File: src/rtl/gemm_c_drain.sv
// gemm_c_drain: reads the tiled GeMM result matrix C back from SRAM C and
// streams its elements one per beat in full-matrix row-major order.
// Optional feature macro: DRAIN_SAT_EN. When it is defined, each element
// saturates to the signed stream range. Otherwise each element is truncated
// to its low StreamWidth bits.
module gemm_c_drain #(
  parameter int unsigned OutDataWidth  = 32,
  parameter int unsigned StreamWidth   = 16,
  parameter int unsigned AddrWidth     = 16,
  parameter int unsigned SizeAddrWidth = 8,
  parameter int unsigned M             = 4,
  parameter int unsigned N             = 4
) (
  input  logic                            clk_i,
  input  logic                            rst_ni,
  input  logic                            start_i,
  input  logic [SizeAddrWidth-1:0]        M_size_i,
  input  logic [SizeAddrWidth-1:0]        N_size_i,
  output logic [AddrWidth-1:0]            sram_c_addr_o,
  output logic                            sram_c_re_o,
  input  logic [OutDataWidth*M*N-1:0]     sram_c_rdata_i,
  output logic [StreamWidth-1:0]          out_data_o,
  output logic                            out_valid_o,
  input  logic                            out_ready_i,
  output logic                            out_eol_o,
  output logic                            out_last_o,
  output logic                            busy_o,
  output logic                            done_o
);

  localparam int unsigned NIdxW = (N > 1) ? $clog2(N) : 1;

  typedef enum logic [2:0] {IDLE, RD, CAP, EMIT, DONE} state_e;

  state_e                 state_q, state_d;
  logic [AddrWidth-1:0]   m_size_q, m_size_d, n_size_q, n_size_d;
  logic [AddrWidth-1:0]   tm_q, tm_d, m_q, m_d, tn_q, tn_d, n_q, n_d;
  logic [AddrWidth-1:0]   m_tiles, n_tiles;
  logic                   n_last, tn_last, m_last, tm_last;
  logic                   load_row;
  logic [StreamWidth-1:0] cap_row   [N];
  logic [StreamWidth-1:0] row_buf_q [N];

  // Narrow one stored element to the stream width.
  function automatic logic [StreamWidth-1:0] narrow(input logic [OutDataWidth-1:0] v);
`ifdef DRAIN_SAT_EN
    localparam logic [OutDataWidth-1:0] SatMax =
      {{(OutDataWidth-StreamWidth+1){1'b0}}, {(StreamWidth-1){1'b1}}};
    localparam logic [OutDataWidth-1:0] SatMin =
      {{(OutDataWidth-StreamWidth+1){1'b1}}, {(StreamWidth-1){1'b0}}};
    if ($signed(v) > $signed(SatMax))      return StreamWidth'(SatMax);
    else if ($signed(v) < $signed(SatMin)) return StreamWidth'(SatMin);
    else                                   return StreamWidth'(v);
`else
    return StreamWidth'(v);
`endif
  endfunction

  assign m_tiles = m_size_q / AddrWidth'(M);
  assign n_tiles = n_size_q / AddrWidth'(N);
  assign n_last  = (n_q == AddrWidth'(N - 1));
  assign tn_last = (tn_q == n_tiles - AddrWidth'(1));
  assign m_last  = (m_q == AddrWidth'(M - 1));
  assign tm_last = (tm_q == m_tiles - AddrWidth'(1));

  // Pick tile row m out of the SRAM word and narrow its N elements.
  always_comb begin
    for (int j = 0; j < N; j++) cap_row[j] = '0;
    for (int mi = 0; mi < M; mi++) begin
      if (m_q == AddrWidth'(mi)) begin
        for (int j = 0; j < N; j++) begin
          cap_row[j] = narrow(sram_c_rdata_i[(mi*N + j)*OutDataWidth +: OutDataWidth]);
        end
      end
    end
  end

  // Next-state and counter update logic.
  always_comb begin
    // NOTE: every signal gets a default first so no path leaves it unassigned (no latches).
    state_d  = state_q;
    m_size_d = m_size_q;
    n_size_d = n_size_q;
    tm_d     = tm_q;
    m_d      = m_q;
    tn_d     = tn_q;
    n_d      = n_q;
    load_row = 1'b0;
    unique case (state_q)
      IDLE: begin
        if (start_i) begin
          m_size_d = AddrWidth'(M_size_i);
          n_size_d = AddrWidth'(N_size_i);
          tm_d     = '0;
          m_d      = '0;
          tn_d     = '0;
          n_d      = '0;
          state_d  = (M_size_i == '0 || N_size_i == '0) ? DONE : RD;
        end
      end
      RD:  state_d = CAP;
      CAP: begin
        load_row = 1'b1;
        state_d  = EMIT;
      end
      EMIT: begin
        if (out_ready_i) begin
          if (n_last) begin
            n_d     = '0;
            state_d = RD;
            if (tn_last) begin
              tn_d = '0;
              if (m_last) begin
                m_d = '0;
                if (tm_last) state_d = DONE;
                else         tm_d    = tm_q + AddrWidth'(1);
              end else begin
                m_d = m_q + AddrWidth'(1);
              end
            end else begin
              tn_d = tn_q + AddrWidth'(1);
            end
          end else begin
            n_d = n_q + AddrWidth'(1);
          end
        end
      end
      DONE:    state_d = IDLE;
      default: state_d = IDLE;
    endcase
  end

  // State, size and loop counter registers.
  always_ff @(posedge clk_i or negedge rst_ni) begin
    // NOTE: sequential state uses non-blocking (<=) so all registers update together at the edge.
    if (!rst_ni) begin
      state_q  <= IDLE;
      m_size_q <= '0;
      n_size_q <= '0;
      tm_q     <= '0;
      m_q      <= '0;
      tn_q     <= '0;
      n_q      <= '0;
    end else begin
      state_q  <= state_d;
      m_size_q <= m_size_d;
      n_size_q <= n_size_d;
      tm_q     <= tm_d;
      m_q      <= m_d;
      tn_q     <= tn_d;
      n_q      <= n_d;
    end
  end

  // Row buffer, loaded in CAP with the narrowed elements of tile row m.
  always_ff @(posedge clk_i or negedge rst_ni) begin
    // NOTE: this small buffer is reset because out_data_o reads it directly and must be 0 after reset.
    if (!rst_ni) begin
      for (int j = 0; j < N; j++) row_buf_q[j] <= '0;
    end else if (load_row) begin
      for (int j = 0; j < N; j++) row_buf_q[j] <= cap_row[j];
    end
  end

  assign sram_c_re_o   = (state_q == RD);
  assign sram_c_addr_o = (state_q == RD) ? (tm_q * n_tiles + tn_q) : '0;
  assign out_valid_o   = (state_q == EMIT);
  assign out_data_o    = row_buf_q[n_q[NIdxW-1:0]];
  assign out_eol_o     = out_valid_o && tn_last && n_last;
  assign out_last_o    = out_eol_o && tm_last && m_last;
  assign busy_o        = (state_q != IDLE);
  assign done_o        = (state_q == DONE);

endmodule

File: config.mk
export PLATFORM = sky130hd
export DESIGN_NAME = gemm_c_drain
export DESIGN_NICKNAME = d
export VERILOG_FILES = /design/src/rtl/gemm_c_drain.sv
export SDC_FILE = /design/constraint.sdc
export NUM_CORES = 1
export LEC_CHECK = 0
export CORE_AREA = 3 3 219 221
export DETAILED_ROUTE_END_ITERATION = 8
export DIE_AREA = 0 0 222 224
export DONT_BUFFER_PORTS = 1
export PLACE_DENSITY = 0.48
export SLEW_MARGIN = 20
export SYNTH_ARGS = -nofsm -noshare
export SYNTH_HDL_FRONTEND = slang
export SYNTH_SLANG_ARGS = --single-unit
File: constraint.sdc
create_clock -name clk_i -period 5.4 [get_ports clk_i]
set_input_delay 1.08 -clock clk_i [delete_from_list [all_inputs] [get_ports clk_i]]
set_output_delay 1.08 -clock clk_i [all_outputs]
set_load 0.01 [all_outputs]
After elaboration in Yosys (flattened, before gate mapping)
Index checks and enable logic that the tools add are counted.

Flip-flop bits (word level): 147. Input port bits: 532. Output and inout port bits: 38. Word-level logic and storage cells: 90.

Muxes and demuxes: 36. Bitwise gates (word level): 1. $mul: 1. Order comparisons: 1. Equality and inequality tests: 16. $add $sub $neg: 7. Reduce and logical (&&, ||, !) cells: 17.

Operators by type and width (number): 16-bit two-way mux (18); 64-bit two-way mux (4); 16-bit case mux with 2 select lines (4); 16-bit by 1-bit adder with 16-bit output (second input constant) (4); 16-bit by 2-bit equality test with 1-bit output (second input constant) (3); 16-bit binary-select mux with 2-bit select (1); 16-bit equality test (2); 3-bit two-way mux (7); 16-bit adder (1); 16-bit by 1-bit equality test with 1-bit output (second input constant) (1); 16-bit zero test (1); 8-bit zero test (2); 16-bit by 6-bit multiplier with 16-bit output (1); 6-bit by 1-bit subtractor with 7-bit output (second input constant) (2); 3-bit case mux with 4 select lines (1); 2-bit by 1-bit inequality test with 1-bit output (second input constant) (4); 7-bit AND reduction (1); 3-bit by 2-bit equality test with 1-bit output (second input constant) (2); 3-bit AND reduction (2); 5-bit AND reduction (1); 1-bit logical AND (4); 2-bit inequality test (second input constant) (2); 4-bit AND reduction (1); 3-bit by 1-bit equality test with 1-bit output (second input constant) (1); 9 further kinds (9).

Depth between registers and ports, before layout
Gate-level depths: netlist (run 1).

Word-level depth: 8. Gate-level depth with buffers: 19. Gate-level depth less buffers: 17.

Least setup slack after synthesis (run 1)
No wires, ideal clock.

Path kind: register -> output. Start: register n_size_q[2]. End: output port sram_c_addr_o[15]. Slack: 0.038 ns. Buffers on the path: 2. Data required time: 4.320 ns. Arrival time: 4.282 ns. Stages on the path, launching flop included: 20. Cells stage by stage: dfrtp_1 clkbuf_1 clkbuf_1 and2_1 fa_1 inv_1 fa_1 inv_1 fa_1 inv_1 fa_1 inv_1 ha_1 o21ai_0 a21oi_1 o211ai_1 a21oi_1 o31ai_1 xnor2_1 nor2_1.

Cells in the longest elaborated chain, start to end: 3.

Ends and longest elaborated chain: from (decl) (RTL line 36) `logic [AddrWidth-1:0] m_size_q, m_size_d, n_size_q, n_size_d;`; from (signal assigned) (RTL line 147) `n_size_q <= n_size_d;`; 16-bit by 6-bit multiplier with 16-bit output (RTL line 166) `assign sram_c_addr_o = (state_q == RD) ? (tm_q * n_tiles + tn_q) : '0;`; 16-bit adder (RTL line 166); 16-bit two-way mux (RTL line 166); to (decl) (RTL line 19) `output logic [AddrWidth-1:0] sram_c_addr_o,`.

No other way between the ends.

Worst setup path after layout (run 1)
Same ends and word-level chain as after synthesis.

==> results of run 1 <==
## synth_stat cells, types with 4 or more instances
master,number,area (µm²)
a211oi_1,64,480
a21o_1,4,30.0
a21oi_1,95,475
a22oi_1,65,488
a31oi_1,7,43.8
and2_1,79,494
and3_1,14,87.6
and4_1,6,52.6
buf_1,12,45.0
buf_2,4,20.0
clkbuf_1,75,282
clkbuf_8,5,68.8
dfrtp_1,143,3580
fa_1,57,1140
ha_1,32,400
inv_1,89,334
mux4_2,16,360
nand2_1,142,533
nand2b_1,5,31.3
nand3_1,29,145
nand4_1,22,138
nor2_1,136,510
nor3_1,18,90.1
nor4_1,14,87.6
o21ai_0,117,586
o31ai_1,11,82.6
or2_2,4,25.0
or3_1,11,68.8
or4_1,9,67.6
xnor2_1,34,298
xor2_1,26,228
## path summary, 6_finish.rpt
| check | start | to | slack, ns | cells after the start |
|---|---|---|---|---|
| setup reg to reg | n_size_q[3] | m_q[13] | 1.81 | 11 |
| setup / recovery | n_size_q[2] | sram_c_addr_o[15] | -0.35 | 16 |
| min in group clk_i | row_buf_q[31] | row_buf_q[31] | 0.48 | 2 |
| max in group asynchronous | rst_ni | row_buf_q[59] | 4.58 | 0 |
| hold / removal | rst_ni | n_size_q[2] | 0.33 | 0 |
| hold reg to reg | row_buf_q[31] | row_buf_q[31] | 0.48 | 2 |
## metrics by stage
step	utilization (%)	power, W	setup WS, ns	hold WS, ns
3_3_place_gp	27.0	0.00370	-0.105	0.456
3_5_place_dp	27.0	0.00373	-0.104	0.466
2_1_floorplan	-	0.00303	0.0379	0.445
4_1_cts	28.6	0.00498	-0.435	0.305
6_report	29.1	0.00495	-0.347	0.335
5_1_grt	29.0	0.00531	-0.547	0.304
## timing repair
item / 4_1_cts / 5_1_grt
buffers inserted: 7 / 8
setup endpoints to repair: 11 / 11
pin swaps: 30 / 24
resized for setup: 34 / 24
endpoints found under the hold margin: 0 / 0
## sequential cells by signal, summed over array words and instances, names as in the netlist
name       cells
m_size_q       6
tm_q          16
m_q           16
n_q           16
tn_q          16
row_buf_q     64
n_size_q       6
state_q        3
## power by group through the flow
stage | Sequential (W) | Clock (W) | Combinational [W]
4_1_cts | 0.00170 | 0.00123 | 0.00206
6_report | 0.00169 | 0.00119 | 0.00207
5_1_grt | 0.00172 | 0.00126 | 0.00233
3_3_place_gp | 0.00171 | 0 | 0.00199
3_5_place_dp | 0.00172 | 0 | 0.00202
2_1_floorplan | 0.00154 | 0 | 0.00149
## cell type report
cell class                 count  area (µm²)
antenna                        9        22.5
clock buffer                  19         453
clock inverter                13         125
fill                        4917       32900
inverter                      90         338
multi-input combinational   1062        7530
sequential                   143        3590
tap                          607         759
timing repair buffer          77         657
## cells by family after synthesis
logic type	count (synthesis)	synth area share, %
buffers and inverters	191	6.99
adder cells (fa/ha/maj)	89	13.1
multiplexers	19	3.36
AND/OR/NAND/NOR	509	21.4
flip-flops	143	30.4
AO/OA/AOI/OAI	385	20.3
XOR/XNOR	60	4.47
## layer usage
layer  up-vias  part of all wire (%)  track usage (%)  wire length (µm)
li1       4892                     -                -                 -
met1      4965                    41             22.1             17700
met2       361                    48             28.4             20700
met3        49                   9.7             4.90              4250
met4         4                   2.1             4.52               917
met5         -                 0.046                0                20
==> impl_metrics.ini, run 1 <==
[synth]
synth-main-ff-cell = dfrtp_1
yosysSeqAreaShare_pct = 30.4
syn-num-nets = 2017
syn_inst = 1396
synth_seq_cells = 143
syn_area_mm2 = 0.0118
yosysUniqueCellTypes = 68
avgSynthCellArea_um2 = 8.43
synthArstFlopShare_pct = 100
synth-edff-count = 0
synth_warnings = 0

[placement]
portBuffers = 0
dpl_cell_area_mm2 = 0.0125
globalplace.congestion = 0.870
hpwl_um = 34700
dp_cells = 1963

[floorplan]
start_util_pct = 25.4
io_pins = 570
dieArea_mm2 = 0.0497
die_y_um = 224
coreArea_mm2 = 0.0464
die_w_um = 222
core.rowCount = 79

[power_and_ir_drop]
power.leakage_nw = 5.63
power_density_mw_per_mm2 = 367
vdd_ir_drop_max_uv = 227
seqPwrFrac_pct = 34.2
pwr-share-clk_pct = 24.0
p_int_w = 0.00285
power_frac_comb_pct = 41.8
power.switching_w = 0.00209
sw_frac_of_total_pct = 42.3

[hold_path]
worstHoldPathType = input pin to asynchronous set/reset pin

[drt]
wire_per_inst_um = 21.6
drc = 0
first_pass_iters = 5
viasPerCell = 5.08
ant_nets = 0
wl_um = 43600
vias = 10300
drtIter0Drc = 699

[setup_path]
cp-start-kind = flop
critPathCaptureType = output port
cp_top_family = adder cells
crit_slowest_cell = fa_1
worstPathCellList = buf_8 -> and2_1 -> fa_1 -> inv_1 -> fa_1 -> inv_1 -> fa_1 -> inv_1 -> fa_1 -> inv_1 -> ha_1 -> or3_4 -> o31ai_2 -> xnor2_1 -> nor2_1 -> buf_4
cp_max_fo = 8
crit_arrival_ns = 4.67
crit_type = flop to output port
cp_data_required_time_ns = 4.32
max_stage_delay_ns = 0.53
cp.buffers_inverters = 6

[sta]
fmax_mhz = 174
fin_skew_ns = 0.0136
finalHoldViolations = 0
setup_viol_count_final = 11
fin_tns_setup_ns = -2.56
max-slew-margin-rel_pct = 28.1
fin_ws_ns = -0.347
worst_slew_pin_slew_ns = 1.07
rsz0062_at_grt = true
slew_viol_final = 0
fin_crit_sh_pct = 106
period_needed_ns = 5.75

[clock_tree]
clkLatencyLatePin_ns = 0.45
cts_tree = built
clk_pin_slew_ns = 0.07
h-tree-depth = 4
root_buffer = clkbuf_16
numCtsBuffers = 17
clock_path_buffers = 2
cts_sinks = 143
ctsHoldBuffers = 0

[global_routing]
track_usage_pct = 17.2
grt_overflow_total = 0
antenna_found_initial = 21
grt_pass1_vias = 10300
grt_pass1_wl_um = 63800
grt_max_degree = 144

[layout]
fin_area_mm2 = 0.0135
syn_to_final_growth_pct = 14.6
final_nets = 2012
stdcell_count = 2020
layout_common_cells = nand2_1 (141), nor2_1 (133), dfrtp_1 (133)
final_common_cell = nand2_1
layout-drive-gt1-share_pct = 13.8

[status]
status = finished, violations left
failed_checks = setup timing

[run]
drv_cap = 0
Note: power is estimated with default switching activity, not from simulation.
==> inputs of run 2 (changes only) <==
==> constraint.sdc (replaced) <==
create_clock -name clk_i -period 5.4 [get_ports clk_i]
set_input_delay 0 -clock clk_i [delete_from_list [all_inputs] [get_ports clk_i]]
set_output_delay 0 -clock clk_i [all_outputs]
set_load 0.01 [all_outputs]
==> run 2 against run 1 <==
  * The flow finishes with violations (hold timing)
  * Design area increased by 4.3%
  * Combinational power grew 12%
  * Utilization increased by 1.3 points
  * Worst setup slack improved by 0.77 ns
  * Critical path depth up 1
  * Clock power shrank 4%
  * Sequential power hardly changed
  * Critical path type unchanged
  * Critical endpoint unchanged
  * Highest routed layer unchanged
==> impl_metrics.ini, run 2 (synthesis gave the netlist of run 1 again) <==
[layout]
final_common_cell = dfrtp_1
regArea_mm2 = 0.00358
nFillCells = 4956
layout-drive-gt1-share_pct = 6.33
largest_reg_flops = 64
layout_common_cells = dfrtp_1 (142), nand2_1 (141), nor2_1 (135)
fin_area_mm2 = 0.0141
multiInputGateArea_mm2 = 0.00739
top_register = row_buf_q
syn_to_final_growth_pct = 19.5
final_nets = 2078

[global_routing]
grt_pass1_wl_um = 64100
track_usage_pct = 17.1
grt_use_met2_pct = 28.4
antenna_found_initial = 23
grt_max_degree = 144
grt_pass1_vias = 10500
met1_usage_pct = 22.7
globalRoute.busiestLayer = met2
grt_overflow_total = 0
grt_util_met3_pct = 3.47

[drt]
drtIter0Drc = 643
wl_um = 43300
viasPerCell = 5.12
vias = 10700
first_pass_iters = 5
ant_nets = 0
wire_per_inst_um = 20.7
drc = 0

[floorplan]
die_w_um = 222
coreArea_mm2 = 0.0464
core.rowCount = 79
io_pins = 570
dieArea_mm2 = 0.0497
die_y_um = 224
start_util_pct = 25.4

[sta]
fmax_mhz = 201
rsz0062_at_grt = false
holdWs_ns = -0.0122
max-slew-margin-rel_pct = 20.9
finalHoldViolations = 1
fin_crit_sh_pct = 92.2
setup_viol_count_final = 0
slew_viol_final = 0
period_needed_ns = 4.98
fin_tns_setup_ns = 0
fin_skew_ns = 0.0117
worst_slew_pin_slew_ns = 1.18

[setup_path]
cp_max_fo = 10
crit_type = flop to output port
critPathCaptureType = output port
crit_slowest_cell = dfrtp_1
cp_top_family = adder cells
cp.buffers_inverters = 4
cp-start-kind = flop
crit_arrival_ns = 4.98
cp_data_required_time_ns = 5.40
worstPathCellList = and2_1 -> fa_1 -> inv_1 -> fa_1 -> inv_1 -> fa_1 -> inv_1 -> fa_1 -> inv_1 -> ha_1 -> o21ai_0 -> a21oi_1 -> o211ai_1 -> a21oi_1 -> o31ai_1 -> xnor2_1 -> nor2_1
max_stage_delay_ns = 0.56

[power_and_ir_drop]
seqPwrFrac_pct = 33.1
power.leakage_nw = 5.83
power_density_mw_per_mm2 = 366
vdd_ir_drop_max_uv = 189
p_int_w = 0.00304
sw_frac_of_total_pct = 40.9
power.switching_w = 0.00210
power_frac_comb_pct = 44.8
pwr-share-clk_pct = 22.1
power_w = 0.00515

[hold_path]
worstHoldPathType = input pin to flop

[clock_tree]
clk_pin_slew_ns = 0.06
cts_tree = built
postCtsSetupRepairBufs = 0
numCtsBuffers = 17
h-tree-depth = 4
clkLatencyLatePin_ns = 0.44
clock_path_buffers = 2
cts_sinks = 143
root_buffer = clkbuf_16

[placement]
globalplace.congestion = 0.822
dpl_cell_area_mm2 = 0.0122
hpwl_um = 33900
portBuffers = 0

[status]
status = finished, violations left
failed_checks = hold timing

[run]
drv_cap = 0
[run 2: power by group through the flow]
stage / clock network, W / logic, W / registers [W]
2_1_floorplan: 0 / 0.00149 / 0.00154
3_3_place_gp: 0 / 0.00196 / 0.00172
3_5_place_dp: 0 / 0.00197 / 0.00173
4_1_cts: 0.00118 / 0.00233 / 0.00171
5_1_grt: 0.00122 / 0.00259 / 0.00173
6_report: 0.00114 / 0.00231 / 0.00170
[run 2: final timing paths]
path                                     endpoint  cells after the start                start  slack, ns
worst max-delay path            sram_c_addr_o[15]                     17              tm_q[4]       0.42
min in group asynchronous                 tn_q[5]                      2               rst_ni       0.22
worst max register to register       row_buf_q[3]                      8              m_q[11]       1.60
worst min-delay path                row_buf_q[11]                      4  sram_c_rdata_i[363]      -0.01
worst min register to register      row_buf_q[45]                      2        row_buf_q[45]       0.48
max in group asynchronous             n_size_q[4]                      2               rst_ni       4.55
[run 2: cell type report]
class                      count  area share, %
multi-input combinational   1062           52.5
sequential                   143           25.5
clock inverter                11          0.765
timing repair buffer         143           10.1
clock buffer                  20           3.18
antenna                       11          0.196
inverter                      90           2.40
tap                          607           5.40
[run 2: metrics by stage]
stage               std cells  hold WS (ns)  setup slack [ns]  util, %
floorplan                1396        -0.296              1.12        -
global placement         1920        -0.290             0.824     26.3
detailed placement       1920        -0.292             0.814     26.3
CTS                      2076       0.00416             0.312     30.3
global route             2080        0.0283            0.0408     30.3
finish                   2087       -0.0122             0.422     30.3
[run 2: what timing repair did]
action	4_1_cts	5_1_grt
hold buffers	125	0
resized for setup	0	1
endpoints found under the setup margin	0	1
hold endpoints to repair	227	0
[run 2: routing by layer]
metal	share of wire [%]	up-vias
met5	0.030	-
met4	1.7	2
met3	9.0	35
met2	48	385
met1	42	5233
li1	-	5026
[run 2: worst register-to-register path: stages (launching register included)]
cell and delay [ns]:
dfrtp_1 0.43, nor4_1 0.40, and4_1 0.36, and3_2 0.88, a22oi_1 0.25, a211oi_1 0.59, a21oi_1 0.08, dlygate4sd3_1 0.59
o21ai_0 0.14
